`src/rtl/bit_deframer_pkg.sv`:
```
// Shared types and default constants for the bit deframer.
package bit_deframer_pkg;

    typedef enum logic {
        HUNT    = 1'b0,
        PAYLOAD = 1'b1
    } state_t;

    localparam logic [7:0] SYNC_DEFAULT        = 8'hA5;
    localparam int         FRAME_WORDS_DEFAULT = 4;

endpackage

```
`src/rtl/deframer_shifter.sv`:
```
// MSB-first shift register with payload bit counter; flags sync matches and word completion.
module deframer_shifter #(
    parameter int               WIDTH     = 8,
    parameter logic [WIDTH-1:0] SYNC_WORD = '0
) (
    input  logic             clk,
    input  logic             reset_n,
    input  logic             shift_en,
    input  logic             bit_in,
    input  logic             count_en,
    input  logic             flush,
    output logic [WIDTH-1:0] word,
    output logic             word_done,
    output logic             sync_hit
);

    localparam int BCW = $clog2(WIDTH);
    localparam logic [BCW-1:0] LAST_BIT = BCW'(WIDTH - 1);

    logic [WIDTH-1:0] sr_q, sr_d, sr_next;
    logic [BCW-1:0]   bit_cnt_q, bit_cnt_d;

    assign sr_next   = {sr_q[WIDTH-2:0], bit_in};
    assign word      = sr_next;
    assign word_done = shift_en && count_en && (bit_cnt_q == LAST_BIT);
    assign sync_hit  = shift_en && !count_en && (sr_next == SYNC_WORD);

    // Flush wins over a shift so a frame end or error leaves nothing behind.
    always_comb begin
        sr_d      = sr_q;
        bit_cnt_d = bit_cnt_q;
        if (flush) begin
            sr_d      = '0;
            bit_cnt_d = '0;
        end else if (shift_en) begin
            sr_d = sr_next;
            if (count_en) begin
                bit_cnt_d = (bit_cnt_q == LAST_BIT) ? '0 : bit_cnt_q + BCW'(1);
            end
        end
    end

    always_ff @(posedge clk or negedge reset_n) begin
        if (!reset_n) begin
            sr_q      <= '0;
            bit_cnt_q <= '0;
        end else begin
            sr_q      <= sr_d;
            bit_cnt_q <= bit_cnt_d;
        end
    end

endmodule

```
`src/rtl/bit_deframer.sv`:
```
// Sync-hunting deframer with complement check, single-entry valid/ready output and sticky error flags.
//   state   | meaning
//   HUNT    | shifting bits looking for SYNC_WORD
//   PAYLOAD | assembling FRAME_WORDS payload words
module bit_deframer
    import bit_deframer_pkg::*;
#(
    parameter int               WIDTH       = 8,
    parameter logic [WIDTH-1:0] SYNC_WORD   = WIDTH'(SYNC_DEFAULT),
    parameter int               FRAME_WORDS = FRAME_WORDS_DEFAULT
) (
    input  logic             clk,
    input  logic             reset_n,
    input  logic             q_in,
    input  logic             qb_in,
    input  logic             bit_en,
    output logic [WIDTH-1:0] out_data,
    output logic             out_valid,
    input  logic             out_ready,
    output logic             locked,
    output logic             err_comp,
    output logic             overflow,
    input  logic             clear
);

    localparam int WCW = $clog2(FRAME_WORDS + 1);
    localparam logic [WCW-1:0] LAST_WORD = WCW'(FRAME_WORDS - 1);

    state_t           state_q, state_d;
    logic [WCW-1:0]   word_cnt_q, word_cnt_d;
    logic [WIDTH-1:0] out_data_q, out_data_d;
    logic             out_valid_q, out_valid_d;
    logic             locked_q, locked_d;
    logic             err_comp_q, err_comp_d;
    logic             overflow_q, overflow_d;

    logic             bit_good, bit_bad, shift_en, flush;
    logic             word_done, sync_hit, load, drop;
    logic [WIDTH-1:0] word;

    // X or Z on either rail must not pass as a good bit.
    always_comb begin
        bit_good = 1'b0;
        if (q_in ^ qb_in) bit_good = 1'b1;
    end

    assign bit_bad  = bit_en && !bit_good;
    assign shift_en = bit_en && bit_good;

    deframer_shifter #(
        .WIDTH     (WIDTH),
        .SYNC_WORD (SYNC_WORD)
    ) u_shifter (
        .clk       (clk),
        .reset_n   (reset_n),
        .shift_en  (shift_en),
        .bit_in    (q_in),
        .count_en  (state_q == PAYLOAD),
        .flush     (flush),
        .word      (word),
        .word_done (word_done),
        .sync_hit  (sync_hit)
    );

    always_comb begin
        state_d    = state_q;
        word_cnt_d = word_cnt_q;
        flush      = 1'b0;
        if (bit_bad) begin
            state_d    = HUNT;
            word_cnt_d = '0;
            flush      = 1'b1;
        end else begin
            case (state_q)
                HUNT: begin
                    if (sync_hit) begin
                        state_d    = PAYLOAD;
                        word_cnt_d = '0;
                    end
                end
                PAYLOAD: begin
                    if (word_done) begin
                        if (word_cnt_q == LAST_WORD) begin
                            state_d    = HUNT;
                            word_cnt_d = '0;
                            flush      = 1'b1;
                        end else begin
                            word_cnt_d = word_cnt_q + WCW'(1);
                        end
                    end
                end
                default: state_d = HUNT;
            endcase
        end
    end

    // A dropped word still advances the word counter above.
    assign load = word_done && (!out_valid_q || out_ready);
    assign drop = word_done && out_valid_q && !out_ready;

    always_comb begin
        out_data_d  = out_data_q;
        out_valid_d = out_valid_q;
        if (load) begin
            out_data_d  = word;
            out_valid_d = 1'b1;
        end else if (out_ready) begin
            out_valid_d = 1'b0;
        end
        locked_d   = (state_d == PAYLOAD);
        err_comp_d = (err_comp_q && !clear) || bit_bad;
        overflow_d = (overflow_q && !clear) || drop;
    end

    always_ff @(posedge clk or negedge reset_n) begin
        if (!reset_n) begin
            state_q     <= HUNT;
            word_cnt_q  <= '0;
            out_data_q  <= '0;
            out_valid_q <= 1'b0;
            locked_q    <= 1'b0;
            err_comp_q  <= 1'b0;
            overflow_q  <= 1'b0;
        end else begin
            state_q     <= state_d;
            word_cnt_q  <= word_cnt_d;
            out_data_q  <= out_data_d;
            out_valid_q <= out_valid_d;
            locked_q    <= locked_d;
            err_comp_q  <= err_comp_d;
            overflow_q  <= overflow_d;
        end
    end

    assign out_data  = out_data_q;
    assign out_valid = out_valid_q;
    assign locked    = locked_q;
    assign err_comp  = err_comp_q;
    assign overflow  = overflow_q;

endmodule

```
`config.mk`:
```
export PLATFORM = sky130hd
export DESIGN_NAME = bit_deframer
export DESIGN_NICKNAME = d
export VERILOG_FILES = /design/src/rtl/bit_deframer_pkg.sv /design/src/rtl/deframer_shifter.sv /design/src/rtl/bit_deframer.sv
export SDC_FILE = /design/constraint.sdc
export NUM_CORES = 1
export LEC_CHECK = 0
export ABC_AREA = 1
export BUFFER_PORTS_ARGS = -buffer_cell sky130_fd_sc_hd__buf_4
export CAP_MARGIN = 5
export CORE_MARGIN = 1
export CORE_UTILIZATION = 59
export CTS_CLUSTER_DIAMETER = 40
export DETAILED_ROUTE_END_ITERATION = 10
export PLACE_DENSITY_LB_ADDON = 0.05
export SLEW_MARGIN = 20
export SYNTH_ARGS = -nofsm -noshare
export SYNTH_HDL_FRONTEND = slang
export SYNTH_SLANG_ARGS = --single-unit
```
`constraint.sdc`:
```
create_clock -name clk -period 3 [get_ports clk]
set_input_delay 0.6 -clock clk [delete_from_list [all_inputs] [get_ports clk]]
set_output_delay 0.6 -clock clk [all_outputs]
set_load 0.05 [all_outputs]
```
Yosys cells after proc, flatten, opt, wreduce, memory -nomap -nowiden
Cells that the tools add are included.
{"block": "totals", "reg_bits": 25, "out_inout_bits": 12, "in_bits": 7}
{"block": "op_classes", "add_sub_neg": 2, "eq_ne": 5, "n_reduce_logical": 24, "mux": 23, "bitwise": 2}
{"operator": "2-to-1 mux 3 bit", "count": 8}
{"operator": "2-to-1 mux 7 bit", "count": 2}
{"operator": "logical AND 1 bit", "count": 11}
{"operator": "2-to-1 mux 1 bit", "count": 11}
{"operator": "equality test 8 bit (second input constant)", "count": 1}
{"operator": "adder 3 x 1 -> 3 bit (second input constant)", "count": 2}
{"operator": "one-hot mux 3 bit (2 select lines)", "count": 1}
{"operator": "nonzero test 2 bit", "count": 3}
{"operator": "logical NOT 1 bit", "count": 5}
{"operator": "AND reduction 2 bit", "count": 2}
{"operator": "equality test 3 x 2 -> 1 bit (second input constant)", "count": 1}
{"operator": "equality test 3 bit (second input constant)", "count": 1}
{"operator": "logical OR 1 bit", "count": 3}
{"operator": "!= test 3 x 1 -> 1 bit (second input constant)", "count": 1}
{"operator": "!= test 3 bit (second input constant)", "count": 1}
{"operator": "one-hot mux 1 bit (2 select lines)", "count": 1}
{"operator": "NOT 1 bit", "count": 1}
{"operator": "XOR 1 bit", "count": 1}

Longest topological paths before layout
Gate-level depths: netlist of run 1.
{"block": "depth", "depth_word": 10, "mapped_depth": 10}

Cells and area by module
Synthesis of run 1 repeated with hierarchy kept, for this count alone.
{"block": "hier_totals", "hier_cells": 141, "hier_area_um2": 1214.9}
{"module": "bit_deframer", "seq_area_each_um2": 375.4, "area_per_inst_um2": 704.4, "n_inst": 1, "cells_per_inst": 81}
{"module": "deframer_shifter", "seq_area_each_um2": 250.2, "area_per_inst_um2": 510.5, "n_inst": 1, "cells_per_inst": 60}

Least setup slack after synthesis of run 1
OpenSTA, ideal clock, no wires.
{"block": "synth_path", "path_kind": "register to register", "startpoint": "register locked (netlist name)", "endpoint": "register out_data_q[6] (netlist: out_data[6])", "stages_incl_launch_ff": 7, "synth_period_minus_slack_ns": 1.565, "path_slack_ns": 1.435, "n_path_buf": 1, "setup_ns": 0.120, "t_arrival_ns": 1.445, "cell_sequence": "dfrtp_1 > inv_1 > nor2_8 > nand3_4 > buf_6 > nand2_1 > o21ai_2"}
{"item": "to (signal assigned)", "line": "bit_deframer.sv:127", "text": "out_data_q <= out_data_d;"}
{"item": "to (decl)", "line": "bit_deframer.sv:31", "text": "logic [WIDTH-1:0] out_data_q, out_data_d;"}

Worst setup path in the final report of run 1
{"block": "layout_path", "startpoint": "register u_shifter.bit_cnt_q[0]", "endpoint": "register locked_q (netlist: locked)"}
{"block": "layout_via", "elab_chain_cells": 5}
{"item": "from (decl)", "line": "deframer_shifter.sv:21", "text": "logic [BCW-1:0] bit_cnt_q, bit_cnt_d;"}
{"item": "from (signal assigned)", "line": "deframer_shifter.sv:49", "text": "bit_cnt_q <= bit_cnt_d;"}
{"item": "equality test 3 bit", "line": "deframer_shifter.sv:25", "text": "assign word_done = shift_en && count_en && (bit_cnt_q == LAST_BIT);"}
{"item": "logical AND 1 bit", "line": "deframer_shifter.sv:25"}
{"item": "2-to-1 mux 1 bit", "line": "bit_deframer.sv:82", "text": "if (word_done) begin"}
{"item": "one-hot mux 1 bit (2 select lines)", "line": "bit_deframer.sv:74", "text": "case (state_q)"}
{"item": "2-to-1 mux 1 bit", "line": "bit_deframer.sv:69", "text": "if (bit_bad) begin"}
{"item": "via locked_d", "line": "bit_deframer.sv:33", "text": "logic locked_q, locked_d;"}
{"item": "to (signal assigned)", "line": "bit_deframer.sv:129", "text": "locked_q <= locked_d;"}
{"item": "to (decl)", "line": "bit_deframer.sv:33"}
The timed path passes the listed nets, and every way through them passes these cells.
A chain may end at the register's enable or synchronous reset.

==> flow_metrics.py, run 1 <==
metrics = {
    "run_status": {
        "outcome": "complete, no violations",
    },
    "placement": {
        "dp_hpwl_um": 1850,
        "place_ws_ns": 1.105,
        "port_buffers": 18,
        "gp_congestion": 0.8164,
    },
    "timing": {
        "final-setup-viol-count": 0,
        "drv_slew": 0,
        "slew_headroom": 0.7836,
        "tns_ns": 0,
        "fin_skew_ns": 0.01490,
        "worst_slew_pin_slew_ns": 0.3246,
        "worst_slack_ns": 1.266,
        "fin_crit_ns": 1.734,
        "rsz0062_at_grt": "no",
        "fin_crit_sh": 0.5780,
        "final-hold-violation-count": 0,
        "fmax_mhz": 576.7,
    },
    "grt": {
        "overflow": 0,
        "antenna_found_initial": 0,
        "grt_usage": 0.2343,
        "grt_pass1_vias": 999,
        "grt_max_degree": 26,
        "grt_pass1_wl_um": 4305,
    },
    "clocking": {
        "post_cts_resized": 0,
        "worstSkewPairLatency_ns": 0.34,
        "cts_tree": "yes",
        "clock-sinks": 25,
        "root_buffer": "clkbuf_4",
        "hold_buffers": 0,
        "post_cts_buffers": 0,
        "cts_buffer_depth": 2,
        "htree_levels": 1,
        "cts.clk_slew.worst_paths_ns": 0.15,
        "numCtsBuffers": 3,
    },
    "cells_and_area": {
        "nNetsFinal": 181,
        "final_common_cell": "nand2_1",
        "layout_common_cells": "nand2_1, dfrtp_1, inv_1, buf_4, nor2_1",
        "drive_gt1_frac": 0.2176,
        "diodes": 0,
        "area_delta_synth_final_pct": 13.82,
        "n_fill_cell": 176,
    },
    "run": {
        "maxCapViolations": 0,
    },
    "worst_setup_path": {
        "cp_slowest_cell": "dfrtp_1",
        "arrival_ns": 1.96,
        "start_kind": "flop",
        "cp_common_cell": "ha_1",
        "cpPeakStageDelay_ns": 0.40,
        "cp.required_ns": 3.23,
        "end_kind": "flop",
        "path_class": "flop to flop",
        "critPathMaxFanout": 11,
        "crit_chain": "ha_1 -> ha_1 -> nand4_1 -> nand2_2 -> nand2_1 -> o21ai_0 -> inv_1",
        "cp-startpoint": "u_shifter.bit_cnt_q[0]",
        "r2r_start": "u_shifter.bit_cnt_q[0]",
    },
    "detailed_routing": {
        "drtPass1Iterations": 4,
        "wl_um": 2468,
        "drtIter0Drc": 21,
        "routed_via_density": 5.254,
        "post_drt_wl_per_cell_um": 12.53,
        "vias": 1035,
        "drt.antenna.violating_nets": 0,
        "drc": 0,
    },
    "logic_synthesis": {
        "synth.distinct_cells": 21,
        "synth_nets": 160,
        "synth_warnings": 0,
        "synth_top_area_cell": "dfrtp_1",
        "ys_ff_latch": 25,
        "synth_area_um2": 1276,
        "syn_inst": 150,
        "yosys.area.top_type_share": 0.4902,
        "yosysSeqAreaShare": 0.4902,
        "ys_top_cells_by_area": "dfrtp_1, nand2_1, inv_1",
        "syn_avg_cell_area_um2": 8.508,
    },
    "power_and_ir_drop": {
        "pwr_density_cell_nw_per_um2": 412.5,
        "finalPower_mw": 0.5993,
        "leakagePower_nw": 0.8179,
        "ir_drop_mv": 0.3358,
    },
    "floorplan": {
        "dieWidth_um": 48.51,
        "fp.dieH_um": 48.51,
        "num_io_pins": 19,
        "core_area_um2": 2002,
        "start_util": 0.6375,
        "die_area_um2": 2353,
        "rows": 16,
    },
    "worst_hold_path": {
        "hold_class": "input port to async pin",
    },
}
[layer usage]
layer  GRT usage  part of all wire  up-vias
met4     0.06373            0.0069        0
met3     0.01887             0.045        3
met2      0.4085              0.50       30
met5           0                 0        -
met1      0.3165              0.45      485
li1            -                 -      517
[metrics by stage]
step	utilization	area (um^2)	cells	hold slack [ns]
after global placement	0.7106	1423	193	0.4573
after CTS	0.7256	1453	197	0.1526
after floorplan	-	1276	150	0.3044
after detailed placement	0.7106	1423	193	0.4691
final	0.7256	1453	197	0.1324
after global routing	0.7256	1453	197	0.1589
[cells in the mapped netlist (all sizes together)]
cell type	instances
nand4	4
inv	20
ha	3
buf	2
a21oi	2
dfrtp	25
a22oi	6
nand3	6
nor2	12
o21bai	2
o21ai	7
nor3	1
nand2	59
o22ai	1
[worst paths after layout]
check	to	slack, ns	cells after the start
hold / removal	out_data[3]	0.13	1
min in group clk	overflow	0.46	2
setup reg to reg	locked	1.27	7
max in group asynchronous	out_valid	2.60	1
setup / recovery	locked	1.27	7
hold reg to reg	out_data[5]	0.50	2
[cell families after synthesis]
kind of cell               after synthesis  share of synthesized area
AOI/OAI and AO/OA                       18                     0.1020
and+or+nand+nor                         82                     0.3020
buffers and inverters                   22                    0.07647
DFF                                     25                     0.4902
adders and majority gates                3                    0.02941
[report_power, final]
group / switching, mW / total (mW) / internal (mW)
Sequential: 0.0140 / 0.365 / 0.351
Combinational: 0.0503 / 0.0751 / 0.0249
Clock: 0.108 / 0.160 / 0.0511
Total: 0.173 / 0.599 / 0.427
[sequential cells by signal, summed over array words and instances (netlist names)]
| signal | cells |
|---|---|
| word_cnt_q | 3 |
| err_comp | 1 |
| out_valid | 1 |
| overflow | 1 |
| locked | 1 |
| out_data | 8 |
| u_shifter.bit_cnt_q | 3 |
| u_shifter.sr_q | 7 |
[cell type report]
| cell class | count | area, um^2 | area share |
|---|---|---|---|
| Tap cell | 27 | 33.78 | 0.02326 |
| Multi-Input combinational cell | 103 | 553.0 | 0.3807 |
| Sequential cell | 25 | 625.6 | 0.4307 |
| Clock inverter | 1 | 7.507 | 0.005168 |
| Inverter | 20 | 75.07 | 0.05168 |
| Timing Repair Buffer | 18 | 135.1 | 0.09302 |
| Clock buffer | 3 | 22.52 | 0.01550 |
[worst max-delay path: cells and delay by family, from the launching register on]
kind | cells | cell delay, ns
buffers and inverters | 1 | 0.05
AO/OA/AOI/OAI | 1 | 0.10
AND/OR/NAND/NOR | 3 | 0.68
flip-flops | 1 | 0.40
adder cells (fa/ha/maj) | 2 | 0.40
No activity file was read; power rests on OpenSTA's default activity.
==> inputs of run 2 (changes only) <==
Settings changed: CORE_UTILIZATION 59 to 50.
Clock period 3 ns to 1.5 ns, I/O delays scaled along.
==> flow_metrics.py, run 2 (synthesized netlist as in run 1, its figures left out) <==
metrics = {
    "clocking": {
        "cts.clk_slew.worst_paths_ns": 0.13,
        "numCtsBuffers": 3,
        "worstSkewPairLatency_ns": 0.31,
        "clock-sinks": 25,
        "root_buffer": "clkbuf_4",
        "htree_levels": 1,
        "cts_buffer_depth": 2,
        "cts_tree": "yes",
    },
    "floorplan": {
        "die_area_um2": 2758,
        "core_area_um2": 2318,
        "start_util": 0.5505,
        "num_io_pins": 19,
        "rows": 17,
        "fp.dieH_um": 52.52,
        "dieWidth_um": 52.52,
    },
    "grt": {
        "grt_pass1_wl_um": 4084,
        "antenna_found_initial": 0,
        "grt_pass1_vias": 927,
        "overflow": 0,
        "grt_max_degree": 26,
        "grt_usage": 0.2047,
    },
    "worst_setup_path": {
        "cp-startpoint": "u_shifter.bit_cnt_q[0]",
        "rr_worst_depth": 6,
        "r2r-end": "u_shifter.sr_q[6]",
        "path_class": "flop to flop",
        "cp.required_ns": 1.74,
        "ff2ff_setup_slack_ns": 0.05,
        "r2r_start": "u_shifter.bit_cnt_q[0]",
        "critPathMaxFanout": 7,
        "end_kind": "flop",
        "arrival_ns": 1.69,
        "start_kind": "flop",
    },
    "detailed_routing": {
        "routed_via_density": 5.025,
        "vias": 1025,
        "top_layer": "met4",
        "wl_met1_um": 1245,
        "met2_wirelength_um": 1077,
        "drtPass1Iterations": 4,
        "drc": 0,
        "drt.antenna.violating_nets": 0,
        "wl_um": 2423,
        "drtIter0Drc": 23,
        "post_drt_wl_per_cell_um": 11.88,
        "dr_wl_met3_um": 84,
    },
    "timing": {
        "fin_crit_sh": 0.9639,
        "worst_slew_pin_slew_ns": 0.3194,
        "final-setup-viol-count": 0,
        "fin_skew_ns": 0.001437,
        "drv_slew": 0,
        "fmax_mhz": 691.6,
        "slew_headroom": 0.7871,
        "fin_crit_ns": 1.446,
        "final-hold-violation-count": 0,
    },
    "cells_and_area": {
        "final_common_cell": "nand2_1",
        "n_fill_cell": 209,
        "drive_gt1_frac": 0.2557,
        "area_delta_synth_final_pct": 18.14,
        "layout_common_cells": "nand2_1, dfrtp_1, buf_4, inv_1, nor2_1",
        "nNetsFinal": 187,
        "largest_reg_flops": 8,
        "diodes": 0,
        "stdcell_count": 204,
    },
    "power_and_ir_drop": {
        "finalPower_mw": 1.186,
        "leakagePower_nw": 0.8444,
        "pwr_density_cell_nw_per_um2": 786.5,
        "ir_drop_mv": 0.5748,
    },
    "worst_hold_path": {
        "worstHoldStart": "clear",
        "worst_hold_path.num_cells": 2,
        "holdPathEnd": "err_comp",
        "hold_class": "input port to flop",
    },
    "placement": {
        "port_buffers": 18,
        "gp_congestion": 0.7946,
        "dp_hpwl_um": 1795,
        "dp_cells": 198,
    },
    "run_status": {
        "outcome": "complete, no violations",
    },
    "run": {
        "maxCapViolations": 0,
    },
}
-- run 2: area by class of cell --
type | instances | area, um^2 | area share
clock inverters | 1 | 5.005 | 0.003319
flip-flops and latches | 25 | 626.9 | 0.4158
inverters | 20 | 75.07 | 0.04979
repair buffers | 24 | 182.7 | 0.1212
multi-input cells | 103 | 560.5 | 0.3718
clock buffers | 3 | 22.52 | 0.01494
well taps | 28 | 35.03 | 0.02324
-- run 2: how the worst max path moves through the flow --
stage / slack [ns] / end
2_1_floorplan: 0.03 / word_cnt_q[1]
3_3_place_gp: 0.09 / out_data[7]
3_5_place_dp: 0.04 / u_shifter.sr_q[6]
4_1_cts: 0.01 / u_shifter.sr_q[6]
5_1_grt: -0.01 / locked
6_report: 0.05 / u_shifter.sr_q[6]
-- run 2: where the power goes --
part           internal (mW)  switching [mW]
sequential             0.701          0.0289
combinational         0.0567          0.0999
clock                 0.0997           0.200
-- run 2: repair_timing --
action | CTS | global route
endpoints found under the hold margin | 25 | 0
hold buffers | 1 | 0
gates resized for setup | 0 | 2
setup buffers | 0 | 1
endpoints found under the setup margin | 0 | 11
-- run 2: layer usage --
metal / GRT usage / vias to the layer above
met2: 0.3165 / 18
met4: 0.07895 / 0
met5: 0 / -
met1: 0.2844 / 475
met3: 0.03478 / 2
li1: - / 530
-- run 2: critical path, stage by stage (launching register included) --
cell and delay, ns:
dfrtp_1 0.42, ha_1 0.21, ha_2 0.21, nand4_1 0.11
nand2_2 0.11, buf_4 0.18, a22oi_1 0.14
-- run 2: metrics by stage --
stage | worst slack (ns) | hold WS [ns] | util | TNS, ns | cell area, um^2
after global routing | -0.01406 | 0.1373 | 0.6503 | -0.02698 | 1508
after detailed placement | 0.04286 | 0.2235 | 0.6276 | 0 | 1455
after global placement | 0.09186 | 0.2139 | 0.6276 | 0 | 1455
final | 0.05408 | 0.1666 | 0.6503 | 0 | 1508
after CTS | 0.009679 | 0.1564 | 0.6438 | 0 | 1493
after floorplan | 0.03042 | 0.004409 | - | 0 | 1277
==> inputs of run 3 (changes only) <==
Settings changed: CORE_UTILIZATION 50 to 55, GPL_TIMING_DRIVEN set to 0.
Clock period 1.5 ns to 1.4 ns, I/O delays scaled along.
==> flow_metrics.py, run 3 (synthesized netlist as in run 1, its figures left out) <==
metrics = {
    "run_status": {
        "outcome": "finished with violations",
        "violations": "setup timing",
    },
    "power_and_ir_drop": {
        "combPwrFrac": 0.130,
        "p_seq_frac": 0.611,
        "ir_drop_mv": 0.8285,
        "finalPower_mw": 1.281,
        "switching_share": 0.2827,
        "leakagePower_nw": 0.8858,
        "p_clk_frac": 0.259,
        "power.switching_mw": 0.3620,
        "pwr_density_cell_nw_per_um2": 805.2,
        "p_int_mw": 0.9185,
    },
    "clocking": {
        "root_buffer": "clkbuf_4",
        "cts_buffer_depth": 2,
        "worstSkewPairLatency_ns": 0.33,
        "cts_tree": "yes",
        "cts.clk_slew.worst_paths_ns": 0.14,
        "clock-sinks": 25,
        "htree_levels": 1,
        "numCtsBuffers": 3,
    },
    "floorplan": {
        "start_util": 0.5825,
        "rows": 17,
        "die_area_um2": 2517,
        "dieWidth_um": 50.17,
        "num_io_pins": 19,
        "fp.dieH_um": 50.17,
        "core_area_um2": 2191,
    },
    "worst_setup_path": {
        "path_class": "flop to flop",
        "arrival_ns": 1.69,
        "critPathMaxFanout": 5,
        "start_kind": "flop",
        "cp.required_ns": 1.62,
        "end_kind": "flop",
        "rr_worst_depth": 7,
    },
    "cells_and_area": {
        "final_cell_area_um2": 1590,
        "drive_gt1_frac": 0.2857,
        "stdcell_count": 210,
        "fin_util": 0.7259,
        "final_common_cell": "nand2_1",
        "largest_reg_flops": 8,
        "nNetsFinal": 193,
        "layout_common_cells": "nand2_1, buf_4, dfrtp_1, inv_1, nor2_1",
        "diodes": 0,
        "area_delta_synth_final_pct": 24.61,
    },
    "grt": {
        "grtUsageMet1": 0.3360,
        "overflow": 0,
        "grt_max_degree": 26,
        "grt_pass1_vias": 1042,
        "grt_pass1_wl_um": 4712,
        "grt_use_met3": 0.03636,
        "grt_use_met2": 0.4089,
        "antenna_found_initial": 0,
        "busiest_layer": "met2",
        "grt_usage": 0.2555,
    },
    "placement": {
        "place_area_um2": 1463,
        "gp_congestion": 0.8095,
        "dp_cells": 196,
        "port_buffers": 18,
        "place_ws_ns": -0.1960,
        "dp_hpwl_um": 1914,
    },
    "detailed_routing": {
        "drt.antenna.violating_nets": 0,
        "drc": 0,
        "wl_um": 2700,
        "routed_via_density": 5.176,
        "drtPass1Iterations": 4,
        "drtIter0Drc": 26,
        "post_drt_wl_per_cell_um": 12.86,
        "vias": 1087,
    },
    "timing": {
        "final-setup-viol-count": 2,
        "slew_headroom": 0.7798,
        "rsz0062_at_grt": "yes",
        "fin_crit_sh": 1.050,
        "worst_slew_pin_slew_ns": 0.3303,
        "fmax_mhz": 680.4,
        "final-hold-violation-count": 0,
        "tns_ns": -0.1223,
        "fin_skew_ns": 0.01055,
        "worst_slack_ns": -0.06964,
        "holdWs_ns": 0.1269,
        "drv_slew": 0,
        "fin_crit_ns": 1.470,
    },
    "worst_hold_path": {
        "worst_hold_path.num_cells": 2,
        "hold_class": "input port to flop",
    },
    "run": {
        "maxCapViolations": 0,
    },
}
==> run 3: power groups by stage <==
| stage | logic (mW) | registers (mW) | clock network, mW |
|---|---|---|---|
| floorplan | 0.0975 | 0.798 | 0 |
| finish | 0.166 | 0.782 | 0.332 |
| global route | 0.185 | 0.787 | 0.354 |
| detailed placement | 0.163 | 0.795 | 0 |
| CTS | 0.168 | 0.782 | 0.330 |
| global placement | 0.157 | 0.795 | 0 |
==> run 3: path summary, 6_finish.rpt <==
kind | from | to | slack, ns
min in group asynchronous | reset_n | out_data[1] | 0.37
hold reg to reg | out_data[0] | out_data[0] | 0.50
hold / removal | clear | err_comp | 0.13
setup reg to reg | u_shifter.bit_cnt_q[1] | word_cnt_q[1] | -0.07
setup / recovery | u_shifter.bit_cnt_q[1] | word_cnt_q[1] | -0.07
max in group asynchronous | reset_n | locked | 0.75
==> run 3: per-layer routing <==
layer | wire length [um] | vias up
met3 | 101 | 7
li1 | - | 542
met4 | 78 | 0
met2 | 1341 | 21
met1 | 1179 | 517
met5 | 0 | -
==> run 3: cell type report <==
type                       count  area, um^2
buffer                         2       26.28
clock buffer                   3       22.52
clock inverter                 1       5.005
fill                         168       600.6
inverter                      20       78.83
multi-input combinational    103       568.0
sequential                    25       626.9
tap                           28       35.03
timing repair buffer          28       227.7
==> run 3: repair_timing <==
action | CTS | global route
endpoints found under the setup margin | 14 | 14
hold buffers | 1 | 0
resized for setup | 0 | 3
setup buffers | 4 | 4
pin swaps | 1 | 5
hold endpoints to repair | 25 | 0
cloned | 1 | 1
==> run 3: worst max-delay path, cell delays in order, from the launching register on <==
cell and delay (ns):
dfrtp_1 0.41, ha_2 0.21, ha_4 0.16, nand4_1 0.11, nand2_2 0.09, buf_6 0.14
o21bai_1 0.16, nand2_1 0.08
